===== src/rtl/regfile_port_arbiter.sv =====
// Shares the single register-file port between NUM_REQ requesters.
// Build option REGARB_RR_EN: round-robin arbitration (default: fixed priority).
module regfile_port_arbiter #(
  parameter int NUM_REQ = 3,
  parameter int ADDR_W  = 3,
  parameter int DATA_W  = 6
) (
  input  logic                      clk,
  input  logic                      reset,
  input  logic [NUM_REQ-1:0]        req,
  input  logic [NUM_REQ-1:0]        req_we,
  input  logic [NUM_REQ*ADDR_W-1:0] req_addr,
  input  logic [NUM_REQ*DATA_W-1:0] req_wdata,
  output logic [NUM_REQ-1:0]        ack,
  output logic [DATA_W-1:0]         rdata,
  output logic                      busy,
  output logic [1:0]                grant_id,
  output logic [ADDR_W-1:0]         rf_addr,
  output logic [DATA_W-1:0]         rf_wdata,
  output logic                      rf_write,
  input  logic [DATA_W-1:0]         rf_rdata
);

  typedef enum logic [1:0] {
    S_IDLE,
    S_ACCESS,
    S_ACK
  } state_t;

  state_t     state;
  state_t     nxt;
  logic [1:0] win;

`ifdef REGARB_RR_EN
  logic [1:0] last;
  int         idx;
  logic       found;

  // search starts just after the last winner
  always_comb begin
    win   = '0;
    idx   = 0;
    found = 1'b0;
    for (int k = 1; k <= NUM_REQ; k++) begin
      idx = (int'(last) + k) % NUM_REQ;
      if (!found && req[idx]) begin
        win   = 2'(idx);
        found = 1'b1;
      end
    end
  end
`else
  always_comb begin
    win = '0;
    for (int k = NUM_REQ - 1; k >= 0; k--) begin
      if (req[k]) win = 2'(k);
    end
  end
`endif

  always_ff @(posedge clk) begin
    if (!reset) state <= S_IDLE;
    else        state <= nxt;
  end

  always_comb begin
    nxt = state;
    unique case (state)
      S_IDLE:   if (|req) nxt = S_ACCESS;
      S_ACCESS: nxt = S_ACK;
      S_ACK:    nxt = S_IDLE;
      default:  nxt = S_IDLE;
    endcase
  end

  always_ff @(posedge clk) begin
    if (!reset) begin
      ack      <= '0;
      rdata    <= '0;
      busy     <= 1'b0;
      grant_id <= '0;
      rf_addr  <= '0;
      rf_wdata <= '0;
      rf_write <= 1'b0;
`ifdef REGARB_RR_EN
      last     <= 2'(NUM_REQ - 1);
`endif
    end else begin
      busy <= (nxt != S_IDLE);
      unique case (state)
        S_IDLE: begin
          if (|req) begin
            grant_id <= win;
            rf_addr  <= req_addr[win*ADDR_W +: ADDR_W];
            rf_wdata <= req_wdata[win*DATA_W +: DATA_W];
            rf_write <= req_we[win];
`ifdef REGARB_RR_EN
            last     <= win;
`endif
          end
        end
        S_ACCESS: begin
          // write already landed at the negedge, so this is the readback
          rdata         <= rf_rdata;
          ack           <= '0;
          ack[grant_id] <= 1'b1;
          rf_write      <= 1'b0;
          rf_addr       <= '0;
        end
        S_ACK: begin
          ack <= '0;
        end
        default: begin
          ack <= '0;
        end
      endcase
    end
  end

endmodule


===== config.mk =====
export PLATFORM = sky130hd
export DESIGN_NAME = regfile_port_arbiter
export DESIGN_NICKNAME = d
export VERILOG_FILES = /design/src/rtl/regfile_port_arbiter.sv
export SDC_FILE = /design/constraint.sdc
export NUM_CORES = 1
export LEC_CHECK = 0
export CAP_MARGIN = 20
export CORE_MARGIN = 3
export CORE_UTILIZATION = 35
export CTS_CLUSTER_SIZE = 24
export DETAILED_ROUTE_END_ITERATION = 8
export MAX_ROUTING_LAYER = met4
export PLACE_DENSITY_LB_ADDON = 0.15
export SLEW_MARGIN = 15
export SYNTH_ARGS = -nofsm -noshare
export SYNTH_HDL_FRONTEND = slang
export SYNTH_SLANG_ARGS = --single-unit

===== constraint.sdc =====
create_clock -name clk -period 1.2 [get_ports clk]
set_input_delay 0.3 -clock clk [delete_from_list [all_inputs] [get_ports clk]]
set_output_delay 0.3 -clock clk [all_outputs]
set_load 0.03 [all_outputs]

== Word level (Yosys, flattened, before mapping) ==
Cells that the tools add are included.
Word-level totals
  flip-flop bits (word level): 24
  input bits: 41
  output and inout port bits: 22
  logic and storage cells: 38
Operators by class
  multipliers: 2
  $lt $le $gt $ge: 3
  equality and inequality tests: 2
  shifts and indexed selects: 2
  mux-type cells: 14
  reductions and logical operators: 7
Operators with widths (count)
  $shiftx 18x6->6: 1
  $pmux 3 s2: 2
  $shiftx 9x5->3: 1
  $mul 2x2->4 const B: 2
  $mux 2: 4
  $lt 2x3->1 const B: 2
  $pmux 2 s2: 1
  $reduce_and 2->1: 2
  $reduce_bool 2->1: 2
  $mux 1: 3
  $mux 3: 1
  $reduce_or 3->1: 1
  $bmux 1 s2: 1
  $demux 1 s2: 1
  $eq 2x1->1 const B: 1
  $ge 2x1->1 const B: 1
  $logic_not 2->1: 1
  $ne 2x2->1 const B: 1
  $pmux 1 s2: 1
  $logic_and 1x1->1: 1

== Longest topological paths before layout ==
  depth after elaboration: 7
  depth in mapped cells: 5
  depth with buffers taken out: 3

== Least setup slack after synthesis ==
Ideal clock, no wire load.
  kind: in2reg
  start point: input req[0]
  end point: register rf_wdata[4]
  library setup time: 122 ps
  arrival time: 1093 ps
  required time: 1078 ps
  setup slack: -15 ps
  stages: 4
  buffers on the path: 1
  cells stage by stage: buf_2 o21bai_1 and2_1 o311a_1
On the way
  word-level cells in the longest chain between the ends: 3
  elaborated cells on any way between the ends: 5
  classes of those cells: 1 x mul; 1 x shift; 1 x mux; 2 x reduce/logical
Ends and longest elaborated chain
  from (decl): RTL line 10  | input logic [NUM_REQ-1:0] req,
  $mux 2: RTL line 56  | if (req[k]) win = 2'(k);
  $mul 2x2->4: RTL line 95  | rf_wdata <= req_wdata[win*DATA_W +: DATA_W];
  $shiftx 18x6->6: RTL line 95
  to (signal assigned): RTL line 95
  to (decl): RTL line 19  | output logic [DATA_W-1:0] rf_wdata,
Several ways; a longest one is shown, not always the timed one.
A chain may end at the register's enable or synchronous reset.

== Worst setup path in the final report ==
  start point: register grant_id[0]
  end point: output grant_id[0]
RTL lines
  from (decl): RTL line 17  | output logic [1:0] grant_id,
  from (signal assigned): RTL line 93  | grant_id <= win;
No word-level cell between the ends.

==> metrics.yaml <==
syn-cell-area_um2: 1170
period_minus_slack_ns: 1.17
start_util: 0.376
numCtsBuffers: 3
ys_ff_latch: 24
run_status: "finished clean"
hold_viol_final: 0
setup.worst_path.class: "flip-flop to primary output"
arrival_ns: 0.87
syn_nets: 171
holdBufCountCts: 0
dpl_worst_slack_ns: -0.549
crit_required_ns: 0.90
insertion_delay_ns: 0.32
placedInstanceArea_um2: 1880
setup.worst_path.end_class: "primary output"
cts_max_path_buffers: 2
grt_antenna_before_repair: 0
hold_class: "flip-flop to flip-flop"
synth-seq-area-share: 0.409
drt-total-wl_mm: 3.95
fin_cells: 250
slew_viol_final: 0
p_leak_nw: 0.848
drive_gt1_frac: 0.340
synth_largest_area_cell: "dfxtp_1"
place_inst: 241
ios: 63
htreeDepth: 1
netlist.area_leader.share: 0.409
die_h_um: 63.9
root_buffer: "clkbuf_4"
antenna_cells: 0
crit_path_max_fanout: 5
setup_ws_ns: 0.0333
numPortBuffers: 62
cts_sinks: 24
avgSynthCellArea_um2: 9.04
design_area_um2: 2100
gr-total-overflow: 0
final_core_util: 0.670
route.detailed.drc: 0
max_freq_mhz: 857
viasPerCell: 5.11
cp_top_family: "flip-flops"
synthCells: 130
maxCapViolCount: 0
fin_crit_sh: 0.972
synth_cell_types: 34
dieArea_um2: 4090
worst_pin_slew_ns: 0.379
startpoint_type: "flip-flop"
powerDensity_nw_per_um2: 1090
setup_viol: 0
synthTopCellsByArea: "dfxtp_1 (41%), a221oi_1 (6.0%), mux2i_1 (6.0%), nand3b_1 (5.8%), nor2b_1 (3.2%)"
finalClockSkew_ns: 0.00607
detail-route-antenna-nets: 0
relSlewSlack: 0.746
tns_ns: 0
track_usage: 0.182
syn2layout_area_growth_pct: 78.5
crit_chain: "buf_4"
vias: 1278
nets: 248
slowest_stage: "dfxtp_4"
die_w_um: 63.9
critPathBufInv: 1
grt_max_degree: 15
grt_pass1_wl_mm: 5.78
yosysWarningCount: 0
cts_tree: "yes"
clkTransAtPathRegs_ns: 0.14
drt-initial-drc-count: 34
grt_pass1_vias: 1236
reg2reg_slack_ns: 0.05
drt-pass1-iter-count: 4
gp_congestion: 0.820
post_drt_wl_per_cell_um: 15.8
dp_hpwl_mm: 2.69
vdd_drop_max_mv: 0.812
fp-row-count: 20
critical_path.max_stage_delay_ns: 0.39
core_um2: 3130
==> where the power goes <==
part | internal [mW] | total, mW | leakage, nW | switching (mW)
Sequential | 0.870 | 0.916 | 0.201 | 0.0462
Clock | 0.338 | 0.601 | 0.0279 | 0.263
Combinational | 0.396 | 0.772 | 0.619 | 0.376
==> worst register-to-register path, stage by stage, from the launching register on <==
cell and delay (ns):
dfxtp_2 0.37, buf_6 0.13, nor2b_1 0.11, buf_4 0.19, mux2i_1 0.21, nor2b_1 0.06
==> Yosys cell counts <==
cell,instances
dfxtp_1,24
inv_1,9
nand3b_1,9
a221oi_1,8
mux2i_1,7
nor2_1,7
nand2_1,6
nor2b_1,6
o21ai_0,6
a21oi_1,5
a211oi_1,4
a21o_1,4
buf_2,4
o22ai_1,4
nand2b_1,3
o21bai_1,3
and2_1,2
buf_4,2
o311a_1,2
a21boi_0,1
and2_0,1
buf_1,1
buf_6,1
clkbuf_1,1
nand2b_4,1
nor2_2,1
nor2b_2,1
nor3_1,1
nor3_4,1
nor3b_1,1
nor4_1,1
o21ai_1,1
o21ba_2,1
or2_0,1
==> stage by stage <==
stage	total power [mW]	hold WS (ns)
finish	2.29	0.483
global route	2.38	0.502
CTS	2.24	0.483
detailed placement	1.62	0.464
global placement	1.61	0.459
floorplan	1.29	0.447
==> path summary, 6_finish.rpt <==
path,depth (start not counted),end,from
setup reg to reg,5,rdata[4],state[1]
hold / removal,2,rf_write,rf_write
setup / recovery,1,grant_id[0],grant_id[0]
hold reg to reg,2,rf_write,rf_write
==> cell usage in the layout (no fill, tap or decap), types with 3 or more instances in the layout <==
cell type         n
a221oi_2          3
a21o_1            4
dfxtp_2           6
dfxtp_1          16
clkbuf_4          3
a211oi_1          3
nand3b_1          9
a21oi_1           5
nand2b_1          3
clkdlybuf4s50_1  37
nor2_1            7
nor2b_1           6
nand2_1           6
o22ai_1           4
inv_1             9
o21ai_0           5
buf_4            37
mux2i_1           7
a221oi_1          3
==> repair_timing <==
action	CTS	global route
pin swaps	2	2
gates resized for setup	12	21
endpoints found under the hold margin	0	0
setup endpoints to repair	15	18
gates cloned	1	0
setup buffers	0	4
==> registers in the layout (all words and copies together), names as in the netlist <==
| register | flops |
|---|---|
| busy | 1 |
| rf_write | 1 |
| rf_wdata | 6 |
| rf_addr | 3 |
| grant_id | 2 |
| state | 2 |
| rdata | 6 |
| ack | 3 |
==> cells by family after synthesis <==
logic type,count (synthesis),share of synthesized area
mux,7,0.0596
simple gates,42,0.223
flops,24,0.409
buf+inv,18,0.0745
compound gates,39,0.234
==> per-layer routing <==
| metal | track usage | part of all wire | vias up |
|---|---|---|---|
| met5 | - | 0 | - |
| met4 | 0.0323 | 0.0033 | 0 |
| met3 | 0.0281 | 0.037 | 2 |
| met2 | 0.324 | 0.56 | 30 |
| met1 | 0.217 | 0.40 | 625 |
| li1 | - | - | 621 |
==> layout make-up <==
cell class	count	area [um2]
Fill cell	252	1030
Timing Repair Buffer	81	757
Sequential cell	24	495
Clock buffer	3	22.5
Tap cell	44	55.1
Multi-Input combinational cell	88	703
Clock inverter	1	30.0
Inverter	9	33.8
Power figures use the tool's default switching activity.
